[src/rtl/gpio_pkg.sv]
// Shared constants for the APB GPIO bank: register map, FSM encoding, default ID.
package gpio_pkg;

  localparam logic [2:0] ADDR_DATA_OUT   = 3'd0;
  localparam logic [2:0] ADDR_DIR        = 3'd1;
  localparam logic [2:0] ADDR_DATA_IN    = 3'd2;
  localparam logic [2:0] ADDR_IRQ_EN     = 3'd3;
  localparam logic [2:0] ADDR_IRQ_STATUS = 3'd4;
  localparam logic [2:0] ADDR_EDGE_SEL   = 3'd5;
  localparam logic [2:0] ADDR_TOGGLE     = 3'd6;
  localparam logic [2:0] ADDR_ID         = 3'd7;

  localparam logic [1:0] ST_IDLE   = 2'd0;
  localparam logic [1:0] ST_SETUP  = 2'd1;
  localparam logic [1:0] ST_ACCESS = 2'd2;

  localparam logic [7:0] GPIO_ID_DEFAULT = 8'hA5;

endpackage

[src/rtl/apb_gpio_bank_if.sv]
// APB bus between the SPI-to-APB bridge (master) and the GPIO banks (slave).
interface apb_gpio_bank_if #(
  parameter int BANK_NUM    = 2,
  parameter int PDATA_WIDTH = 8,
  parameter int PADDR_WIDTH = 3
);
  logic [BANK_NUM-1:0]    g_psel;
  logic                   g_penable;
  logic                   g_pwrite;
  logic [PADDR_WIDTH-1:0] g_paddr;
  logic [PDATA_WIDTH-1:0] g_pwdata;
  logic [PDATA_WIDTH-1:0] g_prdata;
  logic                   g_pready;

  modport master (
    output g_psel, g_penable, g_pwrite, g_paddr, g_pwdata,
    input  g_prdata, g_pready
  );

  modport slave (
    input  g_psel, g_penable, g_pwrite, g_paddr, g_pwdata,
    output g_prdata, g_pready
  );
endinterface

[src/rtl/gpio_in_sync.sv]
// Two-flop synchronizer for asynchronous pins plus a third flop so that
// rise/fall can be decoded from the already-synchronized value.
module gpio_in_sync #(
  parameter int WIDTH = 8
) (
  input  logic             clk,
  input  logic             rst,
  input  logic [WIDTH-1:0] d,
  output logic [WIDTH-1:0] q,
  output logic [WIDTH-1:0] rise,
  output logic [WIDTH-1:0] fall
);
  logic [WIDTH-1:0] s1, s2, s3;

  always_ff @(posedge clk) begin
    if (rst) begin
      s1 <= '0;
      s2 <= '0;
      s3 <= '0;
    end else begin
      s1 <= d;
      s2 <= s1;
      s3 <= s2;
    end
  end

  assign q    = s2;
  assign rise = s2 & ~s3;
  assign fall = ~s2 & s3;
endmodule

[src/rtl/apb_gpio_bank.sv]
// APB register bank for one 8-bit GPIO port: output/direction registers,
// synchronized inputs, per-pin edge interrupts with W1C status.
//
// state  | meaning
// IDLE   | no transfer addressed to this bank
// SETUP  | select seen, waiting for penable (wait state)
// ACCESS | pready high; write/read was performed on the entry edge
module apb_gpio_bank
  import gpio_pkg::*;
#(
  parameter int                     BANK_ID     = 0,
  parameter int                     BANK_NUM    = 2,
  parameter int                     PDATA_WIDTH = 8,
  parameter int                     PADDR_WIDTH = 3,
  parameter logic [PDATA_WIDTH-1:0] ID_VALUE    = GPIO_ID_DEFAULT
) (
  input  logic                   g_pclk,
  input  logic                   g_preset,
  apb_gpio_bank_if.slave         apb,
  input  logic [PDATA_WIDTH-1:0] gpio_in,
  output logic [PDATA_WIDTH-1:0] gpio_out,
  output logic [PDATA_WIDTH-1:0] gpio_oe,
  output logic                   irq
);

  logic [1:0]             state, state_nxt;
  logic [PDATA_WIDTH-1:0] data_out, dir, irq_en, irq_status, edge_sel;
  logic [PDATA_WIDTH-1:0] prdata, rd_mux, w1c_mask, edge_evt;
  logic [PDATA_WIDTH-1:0] data_in, pin_rise, pin_fall;
  logic                   irq_q, sel, do_access, do_write;

  gpio_in_sync #(.WIDTH(PDATA_WIDTH)) u_sync (
    .clk  (g_pclk),
    .rst  (g_preset),
    .d    (gpio_in),
    .q    (data_in),
    .rise (pin_rise),
    .fall (pin_fall)
  );

  assign sel       = apb.g_psel[BANK_ID];
  assign do_access = (state == ST_SETUP) && sel && apb.g_penable;
  assign do_write  = do_access && apb.g_pwrite;

  always_comb begin
    state_nxt = ST_IDLE;
    case (state)
      ST_IDLE:   state_nxt = (sel && !apb.g_penable) ? ST_SETUP : ST_IDLE;
      ST_SETUP: begin
        if (!sel)                 state_nxt = ST_IDLE;
        else if (apb.g_penable)   state_nxt = ST_ACCESS;
        else                      state_nxt = ST_SETUP;
      end
      ST_ACCESS: state_nxt = (sel && !apb.g_penable) ? ST_SETUP : ST_IDLE;
      default:   state_nxt = ST_IDLE;
    endcase
  end

  always_comb begin
    rd_mux = '0;
    case (apb.g_paddr)
      ADDR_DATA_OUT:   rd_mux = data_out;
      ADDR_DIR:        rd_mux = dir;
      ADDR_DATA_IN:    rd_mux = data_in;
      ADDR_IRQ_EN:     rd_mux = irq_en;
      ADDR_IRQ_STATUS: rd_mux = irq_status;
      ADDR_EDGE_SEL:   rd_mux = edge_sel;
      ADDR_TOGGLE:     rd_mux = '0;
      ADDR_ID:         rd_mux = ID_VALUE;
      default:         rd_mux = '0;
    endcase
  end

  // A new edge event on a bit wins over a same-cycle W1C clear of that bit.
  assign w1c_mask = (do_write && apb.g_paddr == ADDR_IRQ_STATUS) ? apb.g_pwdata : '0;
  assign edge_evt = (edge_sel & pin_rise) | (~edge_sel & pin_fall);

  always_ff @(posedge g_pclk) begin
    if (g_preset) begin
      state      <= ST_IDLE;
      data_out   <= '0;
      dir        <= '0;
      irq_en     <= '0;
      irq_status <= '0;
      edge_sel   <= '0;
      prdata     <= '0;
      irq_q      <= 1'b0;
    end else begin
      state      <= state_nxt;
      irq_status <= (irq_status & ~w1c_mask) | edge_evt;
      irq_q      <= |(irq_status & irq_en);
      if (do_write) begin
        case (apb.g_paddr)
          ADDR_DATA_OUT: data_out <= apb.g_pwdata;
          ADDR_DIR:      dir      <= apb.g_pwdata;
          ADDR_IRQ_EN:   irq_en   <= apb.g_pwdata;
          ADDR_EDGE_SEL: edge_sel <= apb.g_pwdata;
          ADDR_TOGGLE:   data_out <= data_out ^ apb.g_pwdata;
          default: ;
        endcase
      end else if (do_access) begin
        prdata <= rd_mux;
      end
    end
  end

  assign apb.g_pready = (state == ST_ACCESS);
  assign apb.g_prdata = prdata;
  assign gpio_out     = data_out;
  assign gpio_oe      = dir;
  assign irq          = irq_q;

endmodule

[src/flat_wrapper.sv]
// flat-port wrapper written by rule: the top's interface ports become plain ports
module apb_gpio_bank_flat import gpio_pkg::*;
#(
  parameter int                     BANK_ID     = 0,
  parameter int                     BANK_NUM    = 2,
  parameter int                     PDATA_WIDTH = 8,
  parameter int                     PADDR_WIDTH = 3,
  parameter logic [PDATA_WIDTH-1:0] ID_VALUE    = GPIO_ID_DEFAULT
)
  (g_pclk, g_preset, gpio_in, gpio_out, gpio_oe, irq, apb_g_psel, apb_g_penable, apb_g_pwrite, apb_g_paddr, apb_g_pwdata, apb_g_prdata, apb_g_pready);
  apb_gpio_bank_if #(.BANK_NUM(BANK_NUM), .PDATA_WIDTH(PDATA_WIDTH), .PADDR_WIDTH(PADDR_WIDTH)) apb_i ();
  input  logic g_pclk;
  input  logic g_preset;
  input  logic [PDATA_WIDTH-1:0] gpio_in;
  output logic [PDATA_WIDTH-1:0] gpio_out;
  output logic [PDATA_WIDTH-1:0] gpio_oe;
  output logic irq;
  input wire logic [$bits(apb_i.g_psel)-1:0] apb_g_psel;
  input wire logic [$bits(apb_i.g_penable)-1:0] apb_g_penable;
  input wire logic [$bits(apb_i.g_pwrite)-1:0] apb_g_pwrite;
  input wire logic [$bits(apb_i.g_paddr)-1:0] apb_g_paddr;
  input wire logic [$bits(apb_i.g_pwdata)-1:0] apb_g_pwdata;
  output wire logic [$bits(apb_i.g_prdata)-1:0] apb_g_prdata;
  output wire logic [$bits(apb_i.g_pready)-1:0] apb_g_pready;
  assign apb_i.g_psel = apb_g_psel;
  assign apb_i.g_penable = apb_g_penable;
  assign apb_i.g_pwrite = apb_g_pwrite;
  assign apb_i.g_paddr = apb_g_paddr;
  assign apb_i.g_pwdata = apb_g_pwdata;
  assign apb_g_prdata = apb_i.g_prdata;
  assign apb_g_pready = apb_i.g_pready;
  apb_gpio_bank #(.BANK_ID(BANK_ID), .BANK_NUM(BANK_NUM), .PDATA_WIDTH(PDATA_WIDTH), .PADDR_WIDTH(PADDR_WIDTH), .ID_VALUE(ID_VALUE)) u_core (.g_pclk(g_pclk), .g_preset(g_preset), .apb(apb_i), .gpio_in(gpio_in), .gpio_out(gpio_out), .gpio_oe(gpio_oe), .irq(irq));
endmodule
[config.mk]
export PLATFORM = sky130hd
export DESIGN_NAME = apb_gpio_bank_flat
export DESIGN_NICKNAME = d
export VERILOG_FILES = /design/src/rtl/gpio_pkg.sv /design/src/rtl/apb_gpio_bank_if.sv /design/src/rtl/gpio_in_sync.sv /design/src/rtl/apb_gpio_bank.sv /design/src/flat_wrapper.sv
export SDC_FILE = /design/constraint.sdc
export NUM_CORES = 1
export LEC_CHECK = 0
export BUFFER_PORTS_ARGS = -buffer_cell sky130_fd_sc_hd__buf_2
export CAP_MARGIN = 20
export CELL_PAD_IN_SITES_DETAIL_PLACEMENT = 1
export CELL_PAD_IN_SITES_GLOBAL_PLACEMENT = 2
export CORE_ASPECT_RATIO = 1.25
export CORE_MARGIN = 2
export CORE_UTILIZATION = 37
export CTS_CLUSTER_DIAMETER = 30
export DETAILED_ROUTE_END_ITERATION = 6
export GPL_TIMING_DRIVEN = 0
export MAX_ROUTING_LAYER = met4
export PLACE_DENSITY_LB_ADDON = 0.1
export RECOVER_POWER = 25
export SYNTH_ARGS = -nofsm -noshare
export SYNTH_HDL_FRONTEND = slang
export SYNTH_SLANG_ARGS = --single-unit
[constraint.sdc]
create_clock -name g_pclk -period 5.1 [get_ports g_pclk]
set_input_delay 0 -clock g_pclk [delete_from_list [all_inputs] [get_ports g_pclk]]
set_output_delay 0 -clock g_pclk [all_outputs]
set_load 0.005 [all_outputs]
# Word level (Yosys, flattened, before mapping)
# Cells that the tools add are included.
[totals] reg_bits=75 in_bits=25 output_inout_bits=26 word_cells=57
[op_classes] n_eq_ne=9 mux=7 bitwise=14 reduce_logical=16
[ops] cell="one-hot mux 8 bit (8 select lines)" n=1
[ops] cell="bitwise AND 8 bit" n=6
[ops] cell="inverter 8 bit" n=4
[ops] cell="OR 8 bit" n=2
[ops] cell="one-hot mux 8 bit (2 select lines)" n=1
[ops] cell="== test 3 bit, second input constant" n=4
[ops] cell="AND reduction 2 bit" n=5
[ops] cell="two-way mux 8 bit" n=1
[ops] cell="OR reduction 8 bit" n=1
[ops] cell="XOR 8 bit" n=1
[ops] cell="== test 3 x 2 -> 1 bit, second input constant" n=2
[ops] cell="logical AND 1 bit" n=5
[ops] cell="two-way mux 2 bit" n=2
[ops] cell="one-hot mux 2 bit (2 select lines)" n=1
[ops] cell="== test 3 x 1 -> 1 bit, second input constant" n=1
[ops] cell="zero test 3 bit" n=1
[ops] cell="== test 2 x 1 -> 1 bit, second input constant" n=1
[ops] cell="== test 2 bit, second input constant" n=1
[ops] cell="zero test 2 bit" n=1
[ops] cell="nonzero test 2 bit" n=1
[ops] cell="OR reduction 2 bit" n=1
[ops] cell="zero test 1 bit" n=1
[ops] cell="two-way mux 1 bit" n=1
[ops] cell="inverter 1 bit" n=1

# Longest topological paths before layout
[depth] word_depth=9 ltp_mapped=6 mapped_depth_nobuf=4

# Hierarchy
# A second synthesis with hierarchy kept.
[hier_totals] hier_cells=372 area_unflattened_um2=3404.5
[by_module_without_submodules] module="apb_gpio_bank" instances=1 cells_per_inst=306 area_per_inst_um2=2611.3 seq_area_each_um2=1021.0
[by_module_without_submodules] module="gpio_in_sync" instances=1 cells_per_inst=66 area_per_inst_um2=793.3 seq_area_each_um2=480.5

# Least setup slack after synthesis
# No wires, ideal clock.
[synth_timing] kind="register to register" start="reg u_core.state[1]" end="reg u_core.irq_status[0]" setup_ns=0.132 t_arrival_ns=1.471 required_ns=4.968 path_slack_ns=3.496 stages_incl_launch_ff=6 n_path_buf=1 period_less_slack_ns=1.604 path_cell_list="dfxtp_1 nand3b_4 or4b_2 buf_2 o21ai_0 a21oi_1"
[synth_between] elab_chain_len=9
[synth_rtl] element="start, declared" line_no="apb_gpio_bank.sv:26" source="logic [1:0] state, state_nxt;"
[synth_rtl] element="start signal, assigned" line_no="apb_gpio_bank.sv:89" source="state <= state_nxt;"
[synth_rtl] element="== test 2 x 1 -> 1 bit" line_no="apb_gpio_bank.sv:42" source="assign do_access = (state == ST_SETUP) && sel && apb.g_penable;"
[synth_rtl] element="logical AND 1 bit (2 in a row)" line_no="apb_gpio_bank.sv:42"
[synth_rtl] element="logical AND 1 bit" line_no="apb_gpio_bank.sv:43" source="assign do_write = do_access && apb.g_pwrite;"
[synth_rtl] element="logical AND 1 bit" line_no="apb_gpio_bank.sv:75" source="assign w1c_mask = (do_write && apb.g_paddr == ADDR_IRQ_STATUS) ? apb.g_pwdata : '0;"
[synth_rtl] element="two-way mux 8 bit" line_no="apb_gpio_bank.sv:75"
[synth_rtl] element="inverter 8 bit" line_no="apb_gpio_bank.sv:90" source="irq_status <= (irq_status & ~w1c_mask) | edge_evt;"
[synth_rtl] element="bitwise AND 8 bit" line_no="apb_gpio_bank.sv:90"
[synth_rtl] element="OR 8 bit" line_no="apb_gpio_bank.sv:90"
[synth_rtl] element="end signal, assigned" line_no="apb_gpio_bank.sv:90"
[synth_rtl] element="end, declared" line_no="apb_gpio_bank.sv:27" source="logic [PDATA_WIDTH-1:0] data_out, dir, irq_en, irq_status, edge_sel;"
# Every way passes these cells.
# A chain may end at the register's enable or synchronous reset.

# Worst setup path after layout
[layout_timing] start="reg u_core.state[1]" end="reg u_core.dir[4], in the netlist u_core.gpio_oe[4]"
[layout_between] elab_chain_len=5
[layout_rtl] element="== test 2 x 1 -> 1 bit" line_no="apb_gpio_bank.sv:42"
[layout_rtl] element="logical AND 1 bit (2 in a row)" line_no="apb_gpio_bank.sv:42"
[layout_rtl] element="logical AND 1 bit" line_no="apb_gpio_bank.sv:43"
[layout_rtl] element="AND reduction 2 bit (no source line)"
[layout_rtl] element="end signal, assigned" line_no="apb_gpio_bank.sv:95" source="ADDR_DIR: dir <= apb.g_pwdata;"
[layout_rtl] element="end, declared" line_no="apb_gpio_bank.sv:27"
# Every way passes these cells.

==> out/summary.txt <==
status: finished, final reports clean
Max IR drop VDD: 213 uV
crit path cell chain: nand3b_4 -> buf_6 -> nor4_4 -> mux2i_1 -> nor2_1
ys async rst share: 0%
Avg Inst Size Synth: 8.88 um2
DIE AREA: 9830 um2
number of max-cap violations: 0
worst relative slew slack: 44.4%
Starting Density: 38.3%
top-area cell type share of the netlist area: 44.8%
Pre-antenna DRT Iters: 4
hpwl dp: 7560 um
count of final setup violators: 0
Peak Freq: 520 MHz
DRT Wirelength: 10000 um
Final Instance Area: 4110 um2
routed wire length per instance: 17.5 um
Worst-path clk slew: 0.08 ns
Post-Syn Instances: 377
initial antenna violation count: 0
vias in the first global route: 3027
port bufs: 47
All-Layer GR Usage: 22.5%
row count: 38
clk root buf: clkbuf_8
pwr dens: 295 nW/um2
overall power: 0.00121 W
most common cell in the netlist: dfxtp_1
Worst Path Arrival: 2.13 ns
worst r2r dst: u_core.gpio_oe[4]$_SDFFE_PP0P_
WHS: 0.0185 ns
I/O pin cnt: 51
worst clock skew: 0.0110 ns
Sequential Power Share: 49.7%
clock network power share: 41.9%
Clock Path Buffers: 2
Antenna diodes: 0
Stages on worst setup path: 5
top cells by area, synth: dfxtp_1, mux2i_1, nor2_1
worst r2r src: u_core.state[1]$_SDFF_PP0_
uppermost layer routed: met4
Post-Synthesis Cell Area: 3350 um2
Synth Flop Type: dfxtp_1
top post-synthesis cells by count: dfxtp_1, nor2_1, a21oi_1
placed cell count: 544
met3 WL: 285 um
H-tree depth: 3
hold bufs inserted after CTS: 16
Synth cell types: 42
Comb pwr share: 8.4%
area grow syn2layout: 22.7%
R2R cell count: 5
Hold Path Class: in2reg
WP buf/inv: 1
Hold EP: u_core.gpio_oe[1]$_SDFFE_PP0P_
Top Family by Delay on Critical Path: simple AND/OR/NAND/NOR gates
Placer Congestion: 0.885
worst slew pin tran: 0.828 ns
Tmin final: 1.92 ns
wl on met1: 4500 um
leak pwr: 1.61 nW
sw frac: 23.1%
largest net degree at the start of global routing: 12
Max FO, Critical Path: 10
Hold Path Depth: 3
Final Hold Fails: 0
share of layout cells above drive strength 1: 17.2%
Net Switching: 0.000280 W
Skew-Pair Late Insertion Delay: 0.35 ns
FF-to-FF setup slack: 3.18 ns
Worst EP required: 5.31 ns
RSZ-0062 raised after global routing: no
setup_tns: 0 ns
area leader, netlist: dfxtp_1
Die H: 110 um
final period utilization: 37.7%
Setup Crit Path Kind: reg2reg
post-CTS sizing: 0
register bit count reported by yosys: 75
syn nets: 402
placed cell area: 3730 um2
drt initial violations: 113
# nets final: 476
CTS tree: built
critical path capture point type: register
CP Launch Type: register
core area: 8750 um2
CP max-delay cell: nor4_4
postcts setup bufs: 0
via count of the routed design: 2994
Clock Sinks: 75
Slew Limit Fails: 0
Die X: 89.1 um
P_int: 0.000933 W
GRT Residual Overflow: 0
DRT antenna net count: 0
Post-synth EDFFs: 0
WL met2: 5020 um
non-filler cells, final: 574
Worst path max stage delay: 0.71 ns
part of the Yosys area used for sequential elements: 44.8%
hold_sp: apb_g_pwdata[1]
first-pass GRT wire length: 16000 um
CTS Buf Count: 9
Syn. warnings: 0
DRC viols: 0
vias per cell: 5.22
==> final cells by class <==
cell class                 count  area (um2)
inverter                      13        48.8
timing repair buffer          63         394
multi-input combinational    266        1690
buffer                        23         111
tap                          120         150
sequential                    75        1500
fill                        1083        4640
clock buffer                  12         155
clock inverter                 2        60.1
==> power by group through the flow <==
| stage | combinational [W] | clock [W] | sequential, W |
|---|---|---|---|
| global placement | 0.0000903 | 0 | 0.000616 |
| finish | 0.000102 | 0.000508 | 0.000603 |
| CTS | 0.000103 | 0.000524 | 0.000603 |
| global route | 0.000113 | 0.000540 | 0.000604 |
| detailed placement | 0.0000930 | 0 | 0.000617 |
| floorplan | 0.0000553 | 0 | 0.000614 |
==> per-stage QoR <==
step	setup slack (ns)	utilization [%]
after floorplan	3.50	-
after global placement	3.20	42.7
after detailed placement	3.17	42.7
after CTS	3.14	47.0
after global routing	3.06	47.0
final	3.18	47.0
==> cell usage in the layout (no fill, tap or decap), types with 5 or more instances in the layout <==
cell type / instances
o211ai_1: 8
a22o_1: 5
a21oi_1: 32
nor3_1: 9
a31oi_1: 8
nor2_1: 51
inv_1: 12
mux2i_1: 27
nand2_1: 15
buf_2: 54
dlygate4sd3_1: 16
dfxtp_1: 75
and4b_1: 6
and2_1: 9
nor2b_1: 25
clkbuf_8: 11
o221ai_1: 5
nand2b_1: 8
o21ai_0: 21
clkbuf_1: 14
==> cells by family after synthesis <==
group	after synthesis	share of synthesized area [%]
xor+xnor	1	0.262
flops	75	44.8
buf+inv	36	4.78
mux	28	8.40
compound gates	100	18.6
simple gates	137	23.1
==> worst max-delay path by stage <==
stage                               startpoint  slack, ns                              end
floorplan           u_core.state[1]$_SDFF_PP0_       3.50  u_core.irq_status[0]$_SDFF_PP0_
global placement    u_core.state[0]$_SDFF_PP0_       3.20   u_core.gpio_oe[0]$_SDFFE_PP0P_
detailed placement  u_core.state[0]$_SDFF_PP0_       3.17   u_core.gpio_oe[4]$_SDFFE_PP0P_
CTS                 u_core.state[1]$_SDFF_PP0_       3.14   u_core.gpio_oe[4]$_SDFFE_PP0P_
global route        u_core.state[0]$_SDFF_PP0_       3.06   u_core.gpio_oe[4]$_SDFFE_PP0P_
finish              u_core.state[1]$_SDFF_PP0_       3.18   u_core.gpio_oe[4]$_SDFFE_PP0P_
==> registers in the layout, indices dropped and copies added, names as in the netlist <==
name / cells
u_core.u_sync.q: 8
u_core.apb.g_prdata: 8
u_core.edge_sel: 8
u_core.u_sync.s3: 8
u_core.irq_en: 8
u_core.u_sync.s1: 8
u_core.gpio_oe: 8
u_core.irq_status: 8
u_core.state: 2
u_core.gpio_out: 8
u_core.irq: 1
==> per-layer routing <==
layer  track usage [%]  vias to the layer above
met3              2.53                       16
met5                 -                        -
met2              37.3                       50
met1              27.5                     1444
met4              9.59                        0
li1                  -                     1484
==> tightest hold or removal path: stages <==
cell     delay (ns)
buf_2          0.17
mux2i_1        0.09
nor2_1         0.07
Power figures use the tool's default switching activity.
